===== config.mk =====
export PLATFORM = sky130hd
export DESIGN_NAME = vline_motion_ctrl_flat
export DESIGN_NICKNAME = d
export VERILOG_FILES = /design/src/rtl/vline_pkg.sv /design/src/rtl/vline_motion_ctrl_if.sv /design/src/rtl/vline_step_timer.sv /design/src/rtl/vline_motion_ctrl.sv /design/src/flat_wrapper.sv
export SDC_FILE = /design/constraint.sdc
export NUM_CORES = 1
export LEC_CHECK = 0
export ABC_AREA = 1
export CAP_MARGIN = 20
export CORE_UTILIZATION = 55
export DETAILED_ROUTE_END_ITERATION = 10
export DONT_BUFFER_PORTS = 1
export GPL_TIMING_DRIVEN = 0
export PLACE_DENSITY = 0.74
export SLEW_MARGIN = 20
export SYNTH_ARGS = -nofsm -noshare
export SYNTH_HDL_FRONTEND = slang
export SYNTH_SLANG_ARGS = --single-unit

===== constraint.sdc =====
create_clock -name clk -period 1.3 [get_ports clk]
set_clock_uncertainty 0.1 [all_clocks]
set_input_delay 0.13 -clock clk [delete_from_list [all_inputs] [get_ports clk]]
set_output_delay 0.13 -clock clk [all_outputs]
set_load 0.05 [all_outputs]

===== src/rtl/vline_pkg.sv =====
// Shared types and constants for the vertical-line motion sequencer.
// The STEP2 state is only reachable when VLINE_ACCEL_EN is defined.
package vline_pkg;

  typedef enum logic [2:0] {
    S_INIT,
    S_IDLE,
    S_LOAD,
    S_STEP,
    S_STEP2
  } vline_state_e;

  localparam int unsigned VLINE_TOP_LIMIT = 487;
  localparam int unsigned VLINE_BOT_LIMIT = 18;
  localparam int unsigned VLINE_START_POS = 240;

  // Unsigned clamp of a coordinate into [lo, hi]
  function automatic logic [31:0] vline_clamp(input logic [31:0] v,
                                              input logic [31:0] lo,
                                              input logic [31:0] hi);
    if (v < lo) return lo;
    if (v > hi) return hi;
    return v;
  endfunction

endpackage


===== src/rtl/vline_motion_ctrl_if.sv =====
// Request/strobe bundle between button logic, line counter and the sequencer.
// master drives requests and the counter value; slave is the sequencer.
interface vline_motion_ctrl_if #(
  parameter int unsigned WIDTH = 16
);
  logic             frame_tick;
  logic             btn_up;
  logic             btn_dw;
  logic             auto_en;
  logic             load_req;
  logic [WIDTH-1:0] load_val;
  logic [WIDTH-1:0] ycoord;
  logic             UP;
  logic             DW;
  logic             LD;
  logic [WIDTH-1:0] D;
  logic             dir_up;
  logic             busy;

  modport master (
    output frame_tick, btn_up, btn_dw, auto_en, load_req, load_val, ycoord,
    input  UP, DW, LD, D, dir_up, busy
  );

  modport slave (
    input  frame_tick, btn_up, btn_dw, auto_en, load_req, load_val, ycoord,
    output UP, DW, LD, D, dir_up, busy
  );
endinterface


===== src/rtl/vline_step_timer.sv =====
// Frame-tick divider: pulses qual_tick_c_o on every STEP_DIV-th frame tick.
// The pulse is combinational so it lines up with the frame tick itself.
module vline_step_timer #(
  parameter int unsigned STEP_DIV = 2
) (
  input  logic clk,
  input  logic reset,
  input  logic frame_tick_i,
  output logic qual_tick_c_o
);

  localparam int unsigned CNT_W = (STEP_DIV > 1) ? $clog2(STEP_DIV) : 1;

  logic [CNT_W-1:0] cnt_q;
  logic             wrap_c;

  assign wrap_c        = (32'(cnt_q) == (STEP_DIV - 1));
  assign qual_tick_c_o = frame_tick_i && wrap_c;

  always_ff @(posedge clk) begin
    if (reset) begin
      cnt_q <= '0;
    end else if (frame_tick_i) begin
      cnt_q <= wrap_c ? '0 : cnt_q + CNT_W'(1);
    end
  end

endmodule


===== src/rtl/vline_motion_ctrl.sv =====
// Sequencer turning buttons, auto-bounce and load requests into UP/DW/LD strobes.
// Optional VLINE_ACCEL_EN: held manual steps double up after ACCEL_STEPS steps.
module vline_motion_ctrl
  import vline_pkg::*;
#(
  parameter int unsigned WIDTH       = 16,
  parameter int unsigned TOP_LIMIT   = VLINE_TOP_LIMIT,
  parameter int unsigned BOT_LIMIT   = VLINE_BOT_LIMIT,
  parameter int unsigned START_POS   = VLINE_START_POS,
`ifdef VLINE_ACCEL_EN
  parameter int unsigned ACCEL_STEPS = 8,
`endif
  parameter int unsigned STEP_DIV    = 2
) (
  input  logic               clk,
  input  logic               reset,
  vline_motion_ctrl_if.slave bus
);

  vline_state_e     state_q;
  logic             up_q, dw_q, ld_q, dir_up_q, busy_q, pend_q;
  logic [WIDTH-1:0] d_q, pend_val_q;

  logic             qual_c, man_c, step_up_c, up_block_c, dw_block_c;
  logic [31:0]      y_c;
  logic [WIDTH-1:0] ld_src_c, ld_clamp_c;

  vline_step_timer #(
    .STEP_DIV (STEP_DIV)
  ) u_step_timer (
    .clk           (clk),
    .reset         (reset),
    .frame_tick_i  (bus.frame_tick),
    .qual_tick_c_o (qual_c)
  );

  assign y_c        = 32'(bus.ycoord);
  assign man_c      = bus.btn_up ^ bus.btn_dw;
  assign step_up_c  = man_c ? bus.btn_up : dir_up_q;
  // Limits also cover out-of-range coordinates: only moves back toward range pass
  assign up_block_c = (y_c >= TOP_LIMIT);
  assign dw_block_c = (y_c <= BOT_LIMIT);
  // A fresh request wins over one latched while busy
  assign ld_src_c   = bus.load_req ? bus.load_val : pend_val_q;
  assign ld_clamp_c = WIDTH'(vline_clamp(32'(ld_src_c), 32'(BOT_LIMIT), 32'(TOP_LIMIT)));

`ifdef VLINE_ACCEL_EN
  localparam int unsigned ACC_W = $clog2(ACCEL_STEPS + 1);

  logic [ACC_W-1:0] acc_cnt_q;
  logic             acc_dir_q, dbl_q, step_up_q;
  logic             acc_same_c, up2_block_c, dw2_block_c;

  assign acc_same_c  = (acc_cnt_q != '0) && (acc_dir_q == bus.btn_up);
  // Counter has not yet absorbed the first strobe, so account for it here
  assign up2_block_c = ((y_c + 32'(up_q)) >= TOP_LIMIT);
  assign dw2_block_c = (y_c <= (BOT_LIMIT + 32'(dw_q)));
`endif

  always_ff @(posedge clk) begin
    if (reset) begin
      state_q    <= S_INIT;
      up_q       <= 1'b0;
      dw_q       <= 1'b0;
      ld_q       <= 1'b0;
      d_q        <= '0;
      dir_up_q   <= 1'b1;
      busy_q     <= 1'b1;
      pend_q     <= 1'b0;
      pend_val_q <= '0;
`ifdef VLINE_ACCEL_EN
      acc_cnt_q  <= '0;
      acc_dir_q  <= 1'b0;
      dbl_q      <= 1'b0;
      step_up_q  <= 1'b0;
`endif
    end else begin
      up_q <= 1'b0;
      dw_q <= 1'b0;
      ld_q <= 1'b0;

      if ((state_q != S_IDLE) && bus.load_req) begin
        pend_q     <= 1'b1;
        pend_val_q <= bus.load_val;
      end
`ifdef VLINE_ACCEL_EN
      if (!man_c) acc_cnt_q <= '0;
`endif

      case (state_q)
        S_INIT: begin
          ld_q    <= 1'b1;
          d_q     <= WIDTH'(START_POS);
          state_q <= S_IDLE;
          busy_q  <= 1'b0;
        end

        S_IDLE: begin
          if (bus.load_req || pend_q) begin
            state_q <= S_LOAD;
            ld_q    <= 1'b1;
            d_q     <= ld_clamp_c;
            busy_q  <= 1'b1;
            pend_q  <= 1'b0;
`ifdef VLINE_ACCEL_EN
            acc_cnt_q <= '0;
`endif
          end else if (qual_c && (man_c || bus.auto_en)) begin
            state_q <= S_STEP;
            busy_q  <= 1'b1;
            up_q    <= step_up_c && !up_block_c;
            dw_q    <= !step_up_c && !dw_block_c;
            if (!man_c) begin
              if (step_up_c && (up_block_c || (y_c == TOP_LIMIT - 1))) dir_up_q <= 1'b0;
              if (!step_up_c && (dw_block_c || (y_c == BOT_LIMIT + 1))) dir_up_q <= 1'b1;
            end
`ifdef VLINE_ACCEL_EN
            step_up_q <= step_up_c;
            dbl_q     <= man_c && acc_same_c && (32'(acc_cnt_q) >= ACCEL_STEPS);
            if (man_c) begin
              acc_dir_q <= bus.btn_up;
              if (!acc_same_c) acc_cnt_q <= ACC_W'(1);
              else if (32'(acc_cnt_q) < ACCEL_STEPS) acc_cnt_q <= acc_cnt_q + ACC_W'(1);
            end
`endif
          end
        end

        S_LOAD: begin
          state_q <= S_IDLE;
          busy_q  <= 1'b0;
        end

        S_STEP: begin
`ifdef VLINE_ACCEL_EN
          if (dbl_q) begin
            state_q <= S_STEP2;
            up_q    <= step_up_q && !up2_block_c;
            dw_q    <= !step_up_q && !dw2_block_c;
          end else begin
            state_q <= S_IDLE;
            busy_q  <= 1'b0;
          end
`else
          state_q <= S_IDLE;
          busy_q  <= 1'b0;
`endif
        end

        default: begin
          state_q <= S_IDLE;
          busy_q  <= 1'b0;
        end
      endcase
    end
  end

  assign bus.UP     = up_q;
  assign bus.DW     = dw_q;
  assign bus.LD     = ld_q;
  assign bus.D      = d_q;
  assign bus.dir_up = dir_up_q;
  assign bus.busy   = busy_q;

endmodule


===== src/flat_wrapper.sv =====
// flat-port wrapper written by rule: the top's interface ports become plain ports
module vline_motion_ctrl_flat import vline_pkg::*;
#(
  parameter int unsigned WIDTH       = 16,
  parameter int unsigned TOP_LIMIT   = VLINE_TOP_LIMIT,
  parameter int unsigned BOT_LIMIT   = VLINE_BOT_LIMIT,
  parameter int unsigned START_POS   = VLINE_START_POS,

  parameter int unsigned STEP_DIV    = 2
)
  (clk, reset, bus_frame_tick, bus_btn_up, bus_btn_dw, bus_auto_en, bus_load_req, bus_load_val, bus_ycoord, bus_UP, bus_DW, bus_LD, bus_D, bus_dir_up, bus_busy);
  vline_motion_ctrl_if #(.WIDTH(WIDTH)) bus_i ();
  input  logic clk;
  input  logic reset;
  input wire logic [$bits(bus_i.frame_tick)-1:0] bus_frame_tick;
  input wire logic [$bits(bus_i.btn_up)-1:0] bus_btn_up;
  input wire logic [$bits(bus_i.btn_dw)-1:0] bus_btn_dw;
  input wire logic [$bits(bus_i.auto_en)-1:0] bus_auto_en;
  input wire logic [$bits(bus_i.load_req)-1:0] bus_load_req;
  input wire logic [$bits(bus_i.load_val)-1:0] bus_load_val;
  input wire logic [$bits(bus_i.ycoord)-1:0] bus_ycoord;
  output wire logic [$bits(bus_i.UP)-1:0] bus_UP;
  output wire logic [$bits(bus_i.DW)-1:0] bus_DW;
  output wire logic [$bits(bus_i.LD)-1:0] bus_LD;
  output wire logic [$bits(bus_i.D)-1:0] bus_D;
  output wire logic [$bits(bus_i.dir_up)-1:0] bus_dir_up;
  output wire logic [$bits(bus_i.busy)-1:0] bus_busy;
  assign bus_i.frame_tick = bus_frame_tick;
  assign bus_i.btn_up = bus_btn_up;
  assign bus_i.btn_dw = bus_btn_dw;
  assign bus_i.auto_en = bus_auto_en;
  assign bus_i.load_req = bus_load_req;
  assign bus_i.load_val = bus_load_val;
  assign bus_i.ycoord = bus_ycoord;
  assign bus_UP = bus_i.UP;
  assign bus_DW = bus_i.DW;
  assign bus_LD = bus_i.LD;
  assign bus_D = bus_i.D;
  assign bus_dir_up = bus_i.dir_up;
  assign bus_busy = bus_i.busy;
  vline_motion_ctrl #(.WIDTH(WIDTH), .TOP_LIMIT(TOP_LIMIT), .BOT_LIMIT(BOT_LIMIT), .START_POS(START_POS), .STEP_DIV(STEP_DIV)) u_core (.clk(clk), .reset(reset), .bus(bus_i));
endmodule

Word-level counts from Yosys, hierarchy flattened
Cells that the tools add are included.
W data, S select, Z words.
{ "classes": {"add_sub_neg": 1, "magnitude_cmp": 4, "n_eq_ne": 6, "n_mux": 25, "n_bitwise": 5, "n_reduce_logical": 22} }
{ "op_table": {"columns": ["cell", "n"], "rows": [
  ["$mux W16", 6],
  ["$pmux W16 S2", 1],
  ["$eq A16 B5 Y1 const B", 1],
  ["$eq A16 B9 Y1 const B", 1],
  ["$ge A16 B9 Y1 const B", 1],
  ["$gt A16 B9 Y1 const B", 1],
  ["$le A16 B5 Y1 const B", 1],
  ["$lt A16 B5 Y1 const B", 1],
  ["$mux W1", 15],
  ["$logic_and A1 B1 Y1", 7],
  ["$reduce_bool A2 Y1", 3],
  ["$reduce_and A5 Y1", 1],
  ["$logic_or A1 B1 Y1", 4],
  ["$mux W2", 2],
  ["$ne A2 B1 Y1 const B", 2],
  ["$not A1 Y1", 4],
  ["$reduce_or A4 Y1", 1],
  ["$logic_not A1 Y1", 3],
  ["$logic_not A3 Y1", 1],
  ["$ne A3 B1 Y1 const B", 1],
  ["$eq A2 B1 Y1 const B", 1],
  ["$pmux W1 S2", 1],
  ["$reduce_and A2 Y1", 1],
  ["$reduce_or A2 Y1", 1],
  ["2 further kinds", 2]
]} }
{ "totals": {"regBits": 41, "input_bits": 39, "output_inout_bits": 21, "word_cells": 74} }

Logic depth before layout (Yosys ltp)
Gate-level depths: netlist of run 1.
{ "depth": {"word_depth": 8, "mapped_depth": 12, "ltp_nobuf": 11} }

Hierarchy
From an unflattened synthesis of run 1, not the netlist that was laid out.
{ "unflattened": {"hier_cells": 280, "area_unflattened_um2": 1930.6} }
{ "by_module_without_submodules": {"columns": ["mod", "instances", "cells_per_inst", "area_per_inst_um2", "seq_area_each_um2"], "rows": [
  ["vline_motion_ctrl", 1, 273, 1885.6, 800.8],
  ["vline_step_timer", 1, 7, 45.0, 20.0]
]} }

Worst setup path before layout of run 1
No wires, ideal clock.
{ "synth_timing": {"kind": "register -> register", "from": "reg u_core.dir_up_q (netlist: u_core.bus.dir_up)", "to": "reg u_core.dir_up_q (netlist: u_core.bus.dir_up)", "setup_ps": 129, "t_arrival_ps": 1282, "t_required_ps": 1071, "path_slack_ps": -211, "stages_incl_launch_ff": 8, "n_path_buf": 0, "period_less_slack_ps": 1511, "cell_sequence": "dfxtp_1 -> nand2_1 -> nand2_1 -> nand2_1 -> a21oi_1 -> nand3_1 -> nand3_1 -> nand3_1"} }
{ "synth_via": {"elab_chain_len": 5, "word_cells_on_any_way": 7, "cone_classes": "mux: 2; reduce/logical: 5"} }
{ "synth_rtl": {"columns": ["item", "line", "rtl"], "rows": [
  ["start, declared", "vline_motion_ctrl.sv:21", "logic up_q, dw_q, ld_q, dir_up_q, busy_q, pend_q;"],
  ["start signal, assigned", "vline_motion_ctrl.sv:67", "dir_up_q <= 1'b1;"],
  ["start signal, assigned", "vline_motion_ctrl.sv:114", "if (step_up_c && (up_block_c || (y_c == TOP_LIMIT - 1))) dir_up_q <= 1'b0;"],
  ["start signal, assigned", "vline_motion_ctrl.sv:115", "if (!step_up_c && (dw_block_c || (y_c == BOT_LIMIT + 1))) dir_up_q <= 1'b1;"],
  ["$mux W1 (*)", "vline_motion_ctrl.sv:39", "assign step_up_c = man_c ? bus.btn_up : dir_up_q;"],
  ["$logic_not A1 Y1", "vline_motion_ctrl.sv:115", null],
  ["$logic_and A1 B1 Y1", "vline_motion_ctrl.sv:115", null],
  ["$reduce_bool A2 Y1 (no source line)", null, null],
  ["$reduce_and A5 Y1 (no source line)", null, null]
]} }
Mark *: on every way between the ends. The rest lies on a longest branch, timed or not.
A chain may end at the register's enable or synchronous reset.

Final worst setup path of run 1
{ "layout_timing": {"from": "reg u_core.pend_val_q[14]", "to": "reg u_core.d_q[1] (netlist: u_core.bus.D[1])"} }
{ "layout_via": {"elab_chain_len": 8, "word_cells_on_any_way": 11, "cone_classes": "order compare: 2; mux: 9"} }
{ "layout_rtl": {"columns": ["item", "line", "rtl"], "rows": [
  ["start, declared", "vline_motion_ctrl.sv:22", "logic [WIDTH-1:0] d_q, pend_val_q;"],
  ["start signal, assigned", "vline_motion_ctrl.sv:84", "pend_val_q <= bus.load_val;"],
  ["$mux W16 (*)", "vline_motion_ctrl.sv:44", "assign ld_src_c = bus.load_req ? bus.load_val : pend_val_q;"],
  ["$gt A16 B9 Y1", "vline_pkg.sv:22", "if (v > hi) return hi;"],
  ["$mux W1 (2 in series)", "vline_pkg.sv:22", null],
  ["$mux W16", "vline_pkg.sv:23", "return v;"],
  ["$mux W16 (*)", "vline_pkg.sv:22", null],
  ["$mux W16 (*)", "vline_motion_ctrl.sv:99", "if (bus.load_req || pend_q) begin"],
  ["$pmux W16 S2 (*)", "vline_motion_ctrl.sv:90", "case (state_q)"],
  ["end signal, assigned", "vline_motion_ctrl.sv:93", "d_q <= WIDTH'(START_POS);"],
  ["end signal, assigned", "vline_motion_ctrl.sv:102", "d_q <= ld_clamp_c;"],
  ["end, declared", "vline_motion_ctrl.sv:22", null]
]} }
Mark *: on every way between the ends. The rest lies on a longest branch, timed or not. The select of a mux whose other input is x is not followed.

==> flow_summary.json, run 1 <==
{
  "worst_slew_pin_slew_ns": 0.528,
  "met1_usage_pct": 30.2,
  "drt_first_pass_iters": 4,
  "critPathCapture": "u_core.bus.D[1]$_SDFFE_PP0P_",
  "final_cell_mix": "84 x nand2_1, 57 x inv_1, 36 x dfxtp_1",
  "ys_ff_latch": 41,
  "worstPathArrival_ns": 1.53,
  "hold_slack_ns": -0.0162,
  "antenna-diode-count": 0,
  "max_stage_delay_ns": 0.33,
  "hold_violations": 1,
  "dieHeight_um": 64.6,
  "nNetsFinal": 389,
  "slowest_stage": "dfxtp_2",
  "antenna_found_initial": 0,
  "drt-initial-drc-count": 97,
  "clockRootBuffer": "clkbuf_8",
  "overflow": 0,
  "grt_max_degree": 17,
  "rows": 22,
  "routedWlPerCell_um": 12.5,
  "port_buffers": 0,
  "syn2layout_area_growth_pct": 20.9,
  "critPathLaunch": "u_core.pend_val_q[14]$_SDFFE_PP0P_",
  "post-place-ws_ns": -0.176,
  "drt_wl_total_um": 4980,
  "avgViaCountPerCell": 5.15,
  "clock_path_buffers": 2,
  "cp_cell_sequence": "nand2_2, nand2_2, nor2_2, nand2_2, nor2_4, nand2_2, nor2_2, nand2_1, nand2_2, a21oi_2",
  "r2r_end": "u_core.bus.D[1]$_SDFFE_PP0P_",
  "via_count": 2054,
  "synth_ff_type": "dfxtp_1",
  "ys_seq_area_share_pct": 38.1,
  "grt_pass1_wl_um": 8440,
  "synth_nets": 370,
  "status": "finished with violations",
  "drtAntennaViolNets": 0,
  "leakagePower_nw": 1.23,
  "cp-start-kind": "flip-flop",
  "final.period_utilization_pct": 112,
  "clkTransAtPathRegs_ns": 0.08,
  "fillers": 321,
  "htreeDepth": 2,
  "synth-edff-count": 0,
  "ios": 60,
  "cpMostUsedCell": "nand2_2",
  "drc": 0,
  "min_path_type": "in2reg",
  "grtUsageTotal_pct": 26.1,
  "setup_viol": 10,
  "power_density_nw_per_um2": 1160,
  "final_common_cell": "nand2_1",
  "use_met2_pct": 46.1,
  "ys_warn_count": 0,
  "maxSlewHeadroom_pct": 64.8,
  "numClockSinks": 41,
  "rsz0062_at_grt": "true",
  "path_max_fanout": 5,
  "drive_above_1_share_pct": 20.5,
  "coreArea_um2": 3720,
  "synth_cell_types": 26,
  "max_cap_viol_count": 0,
  "gp_congestion": 0.865,
  "grt-busiest-layer": "met2",
  "cts_tree": "done",
  "critical_path_class": "reg2reg",
  "dp.cells": 379,
  "syn_area_per_cell_um2": 6.51,
  "cts_inserted_buffers": 5,
  "dieArea_um2": 4170,
  "final_cells": 399,
  "met3_usage_pct": 6.69,
  "end_kind": "flip-flop",
  "die_x_um": 64.6,
  "first_global_vias": 1933,
  "fin_crit_ns": 1.45,
  "finalMaxSlewViolations": 0,
  "async_reset_ff_share_pct": 0,
  "dpl.hpwl_um": 3350,
  "worstSkewPairLatency_ns": 0.30,
  "reg2regPathDepth": 10,
  "crit_required_ns": 1.38,
  "max_freq_ghz": 0.688,
  "initial_core_util_pct": 58.0,
  "synth_area_um2": 2150,
  "violations": "negative hold slack, negative setup slack",
  "finalPower_mw": 3.03,
  "r2r_slack_ns": -0.15,
  "fin_ws_ns": -0.153,
  "peakVddDrop_mv": 0.632,
  "synthCells": 331,
  "r2r_start": "u_core.pend_val_q[14]$_SDFFE_PP0P_"
}
==> critical path: cells and delay by family, from the launching register on <==
kind | cells | cell delay (ns)
AOI/OAI and AO/OA | 1 | 0.04
DFF | 1 | 0.33
and+or+nand+nor | 9 | 0.85
==> layer usage <==
layer,vias up,share of wire (%)
met5,-,0
met4,0,1.4
met3,6,4.4
met2,55,51
met1,925,43
li1,1068,-
==> cell type report <==
class / instances / area, um2 / area share (%)
Clock buffer: 7 / 108 / 4.13
Inverter: 60 / 235 / 9.03
Sequential cell: 41 / 830 / 31.8
Buffer: 11 / 83.8 / 3.22
Timing Repair Buffer: 13 / 129 / 4.95
Clock inverter: 1 / 7.51 / 0.288
Multi-Input combinational cell: 218 / 1150 / 44.2
Tap cell: 48 / 60.1 / 2.31
==> power breakdown <==
part | internal, mW | switching, mW | total (mW)
Sequential | 1.34 | 0.140 | 1.48
Clock | 0.547 | 0.478 | 1.03
Combinational | 0.196 | 0.332 | 0.528
Total | 2.08 | 0.950 | 3.03
==> worst min-delay path by stage <==
| stage | from | endpoint | slack (ns) | depth (start not counted) |
|---|---|---|---|---|
| global route | bus_auto_en | u_core.bus.busy$_SDFFE_PP1P_ | 0.01 | 3 |
| global placement | bus_frame_tick | u_core.u_step_timer.cnt_q$_SDFFE_PP0P_ | 0.20 | 2 |
| CTS | bus_load_val[2] | u_core.pend_val_q[2]$_SDFFE_PP0P_ | 0.003 | 4 |
| detailed placement | bus_frame_tick | u_core.u_step_timer.cnt_q$_SDFFE_PP0P_ | 0.21 | 2 |
| floorplan | bus_frame_tick | u_core.u_step_timer.cnt_q$_SDFFE_PP0P_ | 0.18 | 2 |
| finish | bus_auto_en | u_core.bus.busy$_SDFFE_PP1P_ | -0.02 | 3 |
==> kinds of logic after synthesis <==
logic type / synth area share [%]
flip-flops: 38.1
AND/OR/NAND/NOR: 34.6
AO/OA/AOI/OAI: 13.0
buffers and inverters: 14.3
==> what timing repair did <==
item,CTS,global route
endpoints found under the hold margin,10,0
hold buffers,11,0
pin swaps,3,15
buffers inserted,1,1
endpoints found under the setup margin,26,29
resized for setup,8,50
==> through the flow <==
stage / utilization [%] / setup TNS, ns / area [um2] / hold slack (ns)
6_report: 70.1 / -0.667 / 2610 / -0.0162
5_1_grt: 70.1 / -1.49 / 2610 / 0.0137
4_1_cts: 66.4 / -0.171 / 2470 / 0.00337
3_5_place_dp: 59.7 / -3.41 / 2220 / 0.207
3_3_place_gp: 59.7 / -2.95 / 2220 / 0.200
2_1_floorplan: - / 0 / 2160 / 0.182
==> synthesized netlist by cell type (2+ instances only) <==
master,n,share of area [%]
inv_1,58,10
a21oi_1,15,3.5
nand2_1,96,17
o21ai_1,3,0.70
buf_2,3,0.70
nor3_1,5,1.2
nand3_1,19,4.4
o221ai_1,8,3.3
nand3_2,2,0.93
nand2_2,5,1.5
nor2_1,33,5.7
o21ai_0,14,3.3
o211ai_1,3,1.0
clkbuf_1,4,0.70
buf_6,4,2.1
dfxtp_1,41,38
nand4_1,4,1.2
nor2_2,4,1.2
nor2_4,3,1.6
Power figures use the tool's default switching activity.
==> run 2: changes to the inputs <==
--- a/config.mk
+++ b/config.mk
@@ -7,11 +7,11 @@
 export LEC_CHECK = 0
 export ABC_AREA = 1
 export CAP_MARGIN = 20
-export CORE_UTILIZATION = 55
+export CORE_UTILIZATION = 43
 export DETAILED_ROUTE_END_ITERATION = 10
 export DONT_BUFFER_PORTS = 1
 export GPL_TIMING_DRIVEN = 0
-export PLACE_DENSITY = 0.74
+export PLACE_DENSITY = 0.61
 export SLEW_MARGIN = 20
 export SYNTH_ARGS = -nofsm -noshare
 export SYNTH_HDL_FRONTEND = slang
==> run 2 against run 1 <==
The run still ends with negative hold slack, negative setup slack left. Cell count grew 6.3%. First-iteration DRC count shrank 15%. Worst setup slack gained 0.032 ns. Critical path depth is the same. Worst hold slack lost 0.0030 ns. Die area grew 27%. Via count is essentially flat. Global-route usage shrank 6.1 points. Cell area grew 2.1%.
==> flow_summary.json, run 2 (synthesis results as in run 1) <==
{
  "status": "finished with violations",
  "violations": "negative hold slack, negative setup slack",
  "max_stage_delay_ns": 0.34,
  "cp_top_family": "simple AND/OR/NAND/NOR gates",
  "max_cap_viol_count": 0,
  "crit_cells": 10,
  "avgViaCountPerCell": 4.84,
  "finalSetupTns_ns": -0.491,
  "final_common_cell": "nand2_1",
  "hold_slack_ns": -0.0192,
  "clkTransAtPathRegs_ns": 0.09,
  "first_global_vias": 1910,
  "post-place-ws_ns": -0.193,
  "path_max_fanout": 5,
  "routedWlPerCell_um": 12.0,
  "peakVddDrop_mv": 0.608,
  "cp_cell_sequence": "nand2_2, nand2_1, nor2_1, nand2_1, nor2_4, nand2_2, nor2_1, nand2_1, nand2_1, a21oi_2",
  "grt_max_degree": 16,
  "hold_violations": 1,
  "htreeDepth": 2,
  "slowest_stage": "dfxtp_2",
  "cpMostUsedCell": "nand2_1",
  "ios": 60,
  "dieArea_um2": 5300,
  "end_kind": "flip-flop",
  "final_cell_mix": "79 x nand2_1, 51 x inv_1, 33 x dfxtp_1",
  "rsz0062_at_grt": "true",
  "antenna-diode-count": 0,
  "grt_pass1_wl_um": 8260,
  "numClockSinks": 41,
  "worstSkewPairLatency_ns": 0.30,
  "max_freq_ghz": 0.703,
  "grtUsageTotal_pct": 20.0,
  "path_buf_inv": 0,
  "initial_core_util_pct": 45.0,
  "finalMaxSlewViolations": 0,
  "drc": 0,
  "dpl.hpwl_um": 3520,
  "antenna_found_initial": 0,
  "overflow": 0,
  "crit_required_ns": 1.38,
  "dieHeight_um": 72.8,
  "min_path_type": "in2reg",
  "worst_slew_pin_slew_ns": 0.522,
  "leakagePower_nw": 1.24,
  "placed_area_um2": 2240,
  "coreArea_um2": 4790,
  "cp-start-kind": "flip-flop",
  "drt_wl_total_um": 5080,
  "syn2layout_area_growth_pct": 23.4,
  "worstPathArrival_ns": 1.50,
  "drtAntennaViolNets": 0,
  "fin_ws_ns": -0.122,
  "cts_tree": "done",
  "reg2regPathDepth": 10,
  "maxSlewHeadroom_pct": 65.1,
  "rows": 25,
  "setup_viol": 8,
  "die_x_um": 72.8,
  "hold_depth": 3,
  "nNetsFinal": 395,
  "via_count": 2052,
  "fin_crit_ns": 1.42,
  "drt_first_pass_iters": 4,
  "clockRootBuffer": "clkbuf_8",
  "drive_above_1_share_pct": 23.8,
  "clock_path_buffers": 2,
  "design_area_um2": 2660,
  "final.period_utilization_pct": 109,
  "port_buffers": 0,
  "gp_congestion": 0.817,
  "drt-initial-drc-count": 82,
  "critical_path_class": "reg2reg",
  "power_density_nw_per_um2": 1090,
  "cts_inserted_buffers": 5
}
run 2: final timing paths:
path	from	endpoint	slack (ns)
setup / recovery	u_core.pend_val_q[15]$_SDFFE_PP0P_	u_core.bus.D[1]$_SDFFE_PP0P_	-0.12
setup reg to reg	u_core.pend_val_q[15]$_SDFFE_PP0P_	u_core.bus.D[1]$_SDFFE_PP0P_	-0.12
hold / removal	bus_auto_en	u_core.bus.busy$_SDFFE_PP1P_	-0.02
hold reg to reg	u_core.pend_val_q[13]$_SDFFE_PP0P_	u_core.pend_val_q[13]$_SDFFE_PP0P_	0.36
run 2: through the flow:
step                total power [mW]  cells  util, %
floorplan                       1.84    331        -
global placement                1.92    398     46.8
detailed placement              1.92    398     46.8
CTS                             2.86    421     52.4
global route                    3.06    424     55.6
finish                          2.90    424     55.6
run 2: report_power, final:
part / switching, mW / internal (mW)
Sequential: 0.140 / 1.34
Clock: 0.493 / 0.393
Combinational: 0.327 / 0.207
run 2: tightest hold or removal path: stages:
cell and delay [ns]:
o21ai_2 0.06, nand4_1 0.07, nand3_1 0.07
run 2: area by class of cell:
class / instances / area, um2
fillers: 505 / 2130
multi-input cells: 218 / 1160
flip-flops and latches: 41 / 833
inverters: 60 / 233
repair buffers: 18 / 168
plain buffers: 12 / 91.3
well taps: 67 / 83.8
clock buffers: 5 / 68.8
clock inverters: 3 / 23.8
run 2: what timing repair did:
action / CTS / global route
hold endpoints to repair: 12 / 0
pin swaps: 5 / 21
setup endpoints to repair: 27 / 26
hold buffers: 13 / 0
gates resized for setup: 11 / 50
buffers inserted: 2 / 3
run 2: metal layers:
layer | GRT usage [%] | up-vias | routed length [um]
met5 | 0 | - | 0
met4 | 7.19 | 0 | 84
met3 | 4.01 | 10 | 237
met2 | 35.7 | 51 | 2540
met1 | 23.7 | 906 | 2220
li1 | - | 1085 | -
==> run 3: changes to the inputs <==
--- a/config.mk
+++ b/config.mk
@@ -5,7 +5,6 @@
 export SDC_FILE = /design/constraint.sdc
 export NUM_CORES = 1
 export LEC_CHECK = 0
-export ABC_AREA = 1
 export CAP_MARGIN = 20
 export CORE_UTILIZATION = 43
 export DETAILED_ROUTE_END_ITERATION = 10
==> run 3 against run 2 <==
Sequential cell count unchanged. The run still ends with negative hold slack, negative setup slack left. Die area shrank 19%. Sequential power barely moved. Highest routed layer unchanged. Sequential share of layout area rose by 5.0 points. Worst hold slack worse by 0.041 ns. Via count fell by 26%. Register-to-register slack got worse by 0.19 ns. Critical path depth fell by 5. Core utilization rose by 5.3 points. Global-route usage grew 0.56 points.
==> flow_summary.json, run 3 <==
{
  "drt_first_pass_iters": 4,
  "die_x_um": 65.5,
  "peakVddDrop_mv": 0.780,
  "p_int_mw": 2.12,
  "power.net_switching_mw": 0.822,
  "hold_violations": 3,
  "first_global_vias": 1497,
  "rows": 22,
  "ys_ff_latch": 41,
  "async_reset_ff_share_pct": 0,
  "fin_crit_ns": 1.61,
  "max_freq_ghz": 0.622,
  "ys_seq_area_share_pct": 47.3,
  "dpl.hpwl_um": 2820,
  "drtAntennaViolNets": 0,
  "final.period_utilization_pct": 124,
  "reg2regPathDepth": 5,
  "fin_ws_ns": -0.308,
  "final_cells": 277,
  "antenna_found_initial": 0,
  "r2r_slack_ns": -0.31,
  "grtUsageTotal_pct": 20.6,
  "final_common_cell": "nand2_1",
  "cp-start-kind": "flip-flop",
  "cts_inserted_buffers": 5,
  "setup_viol": 11,
  "drive_above_1_share_pct": 23.1,
  "status": "finished with violations",
  "worstPathArrival_ns": 1.71,
  "avgViaCountPerCell": 5.51,
  "crit_required_ns": 1.41,
  "gp_congestion": 0.790,
  "finalMaxSlewViolations": 0,
  "path_max_fanout": 2,
  "clock_power_share_pct": 35.5,
  "worstSkewPairLatency_ns": 0.30,
  "grt_pass1_wl_um": 6610,
  "hold_slack_ns": -0.0606,
  "ios": 60,
  "syn2layout_area_growth_pct": 32.3,
  "nNetsFinal": 267,
  "dieHeight_um": 65.5,
  "synth_cell_types": 40,
  "clkTransAtPathRegs_ns": 0.09,
  "p_seq_share_pct": 50.2,
  "synthCells": 199,
  "drc": 0,
  "power_density_nw_per_um2": 1280,
  "yosysTopAreaCell": "dfxtp_1",
  "drt_wl_total_um": 4060,
  "max_cap_viol_count": 0,
  "cts_tree": "done",
  "syn_area_per_cell_um2": 8.71,
  "r2r_start": "u_core.pend_val_q[4]$_SDFFE_PP0P_",
  "end_kind": "flip-flop",
  "overflow": 0,
  "critPathCapture": "u_core.bus.D[1]$_SDFFE_PP0P_",
  "critical_path_class": "reg2reg",
  "rsz0062_at_grt": "true",
  "min_path_type": "in2reg",
  "antenna-diode-count": 0,
  "via_count": 1526,
  "dp.cells": 247,
  "dieArea_um2": 4290,
  "r2r_end": "u_core.bus.D[1]$_SDFFE_PP0P_",
  "synth_nets": 238,
  "synth-edff-count": 0,
  "htreeDepth": 2,
  "synth_area_um2": 1730,
  "initial_core_util_pct": 46.0,
  "coreArea_um2": 3770,
  "cts_hold_buf": 18,
  "routedWlPerCell_um": 14.6,
  "grt_max_degree": 15,
  "final_cell_mix": "38 x nand2_1, 33 x dfxtp_1, 19 x a21oi_1",
  "synth.top_cell.area_share_pct": 47.3,
  "synth_common_cells": "41 x dfxtp_1, 41 x nand2_1, 21 x a21oi_1",
  "ys_warn_count": 0,
  "numClockSinks": 41,
  "maxSlewHeadroom_pct": 64.7,
  "port_buffers": 0,
  "drt-initial-drc-count": 63,
  "swShare_pct": 28.0,
  "clockRootBuffer": "clkbuf_8",
  "yosys-top-cells-area": "dfxtp_1 47%, nand2_1 8.9%, a21oi_1 6.1%",
  "clock_path_buffers": 2,
  "critPathLaunch": "u_core.pend_val_q[4]$_SDFFE_PP0P_",
  "comb_power_share_pct": 14.3,
  "violations": "negative hold slack, negative setup slack",
  "worst_slew_pin_slew_ns": 0.529,
  "synth_ff_type": "dfxtp_1",
  "leakagePower_nw": 0.862
}
[run 3: how the worst min path moves through the flow]
stage,from,end,slack [ns],cells after the start
2_1_floorplan,bus_load_val[3],u_core.pend_val_q[3]$_SDFFE_PP0P_,0.16,2
3_3_place_gp,bus_load_val[3],u_core.pend_val_q[3]$_SDFFE_PP0P_,0.17,2
3_5_place_dp,bus_load_val[3],u_core.pend_val_q[3]$_SDFFE_PP0P_,0.17,2
4_1_cts,bus_load_req,u_core.bus.UP$_SDFF_PP0_,-0.04,3
5_1_grt,bus_load_req,u_core.bus.UP$_SDFF_PP0_,-0.03,3
6_report,bus_load_req,u_core.bus.UP$_SDFF_PP0_,-0.06,3
[run 3: cell type report]
| class | count | area, um2 |
|---|---|---|
| Sequential cell | 41 | 833 |
| Timing Repair Buffer | 23 | 218 |
| Multi-Input combinational cell | 147 | 988 |
| Clock buffer | 5 | 68.8 |
| Buffer | 9 | 77.6 |
| Inverter | 1 | 3.75 |
| Tap cell | 48 | 60.1 |
| Clock inverter | 3 | 45.0 |
| Fill cell | 320 | 1480 |
[run 3: power by group through the flow]
stage	Clock (mW)	Combinational, mW	Sequential [mW]
2_1_floorplan	0	0.256	1.49
3_3_place_gp	0	0.304	1.49
5_1_grt	1.12	0.461	1.49
6_report	1.04	0.420	1.48
4_1_cts	1.07	0.391	1.48
3_5_place_dp	0	0.310	1.50
[run 3: what timing repair did]
| item | in CTS | in global routing |
|---|---|---|
| hold endpoints to repair | 19 | 2 |
| buffers inserted | 3 | 2 |
| pin swaps | 8 | 11 |
| resized for setup | 22 | 11 |
| endpoints found under the setup margin | 27 | 27 |
[run 3: critical path, cell delays in order, from the launching register on]
cell	delay [ns]
dfxtp_2	0.33
mux2_4	0.27
or2_4	0.25
a22o_1	0.18
a211o_1	0.22
a22o_1	0.17
[run 3: metrics by stage]
stage	area [um2]	setup TNS [ns]	power [mW]	worst slack, ns	util, %
floorplan	1800	-1.18	1.74	-0.257	-
global placement	1860	-4.85	1.80	-0.372	49.4
detailed placement	1860	-5.60	1.81	-0.360	49.4
CTS	2250	-1.85	2.93	-0.312	59.6
global route	2290	-2.80	3.07	-0.357	60.8
finish	2290	-1.53	2.94	-0.308	60.8
[run 3: metal layers]
metal / routed length [um] / global-route usage (%)
met5: 0 / 0
met1: 1730 / 23.7
met4: 72 / 10.1
met2: 1980 / 34.9
met3: 273 / 5.56
[run 3: kinds of logic (layout without fill, tap and decap cells)]
group | after synthesis | after routing | share of synthesized area [%]
and+or+nand+nor | 88 | 88 | 23.7
AOI/OAI and AO/OA | 46 | 46 | 17.9
DFF | 41 | 41 | 47.3
buffers and inverters | 11 | 41 | 2.96
muxes | 10 | 10 | 6.49
xor gates and xnor gates | 2 | 2 | 1.01
adders and majority gates | 1 | 1 | 0.577
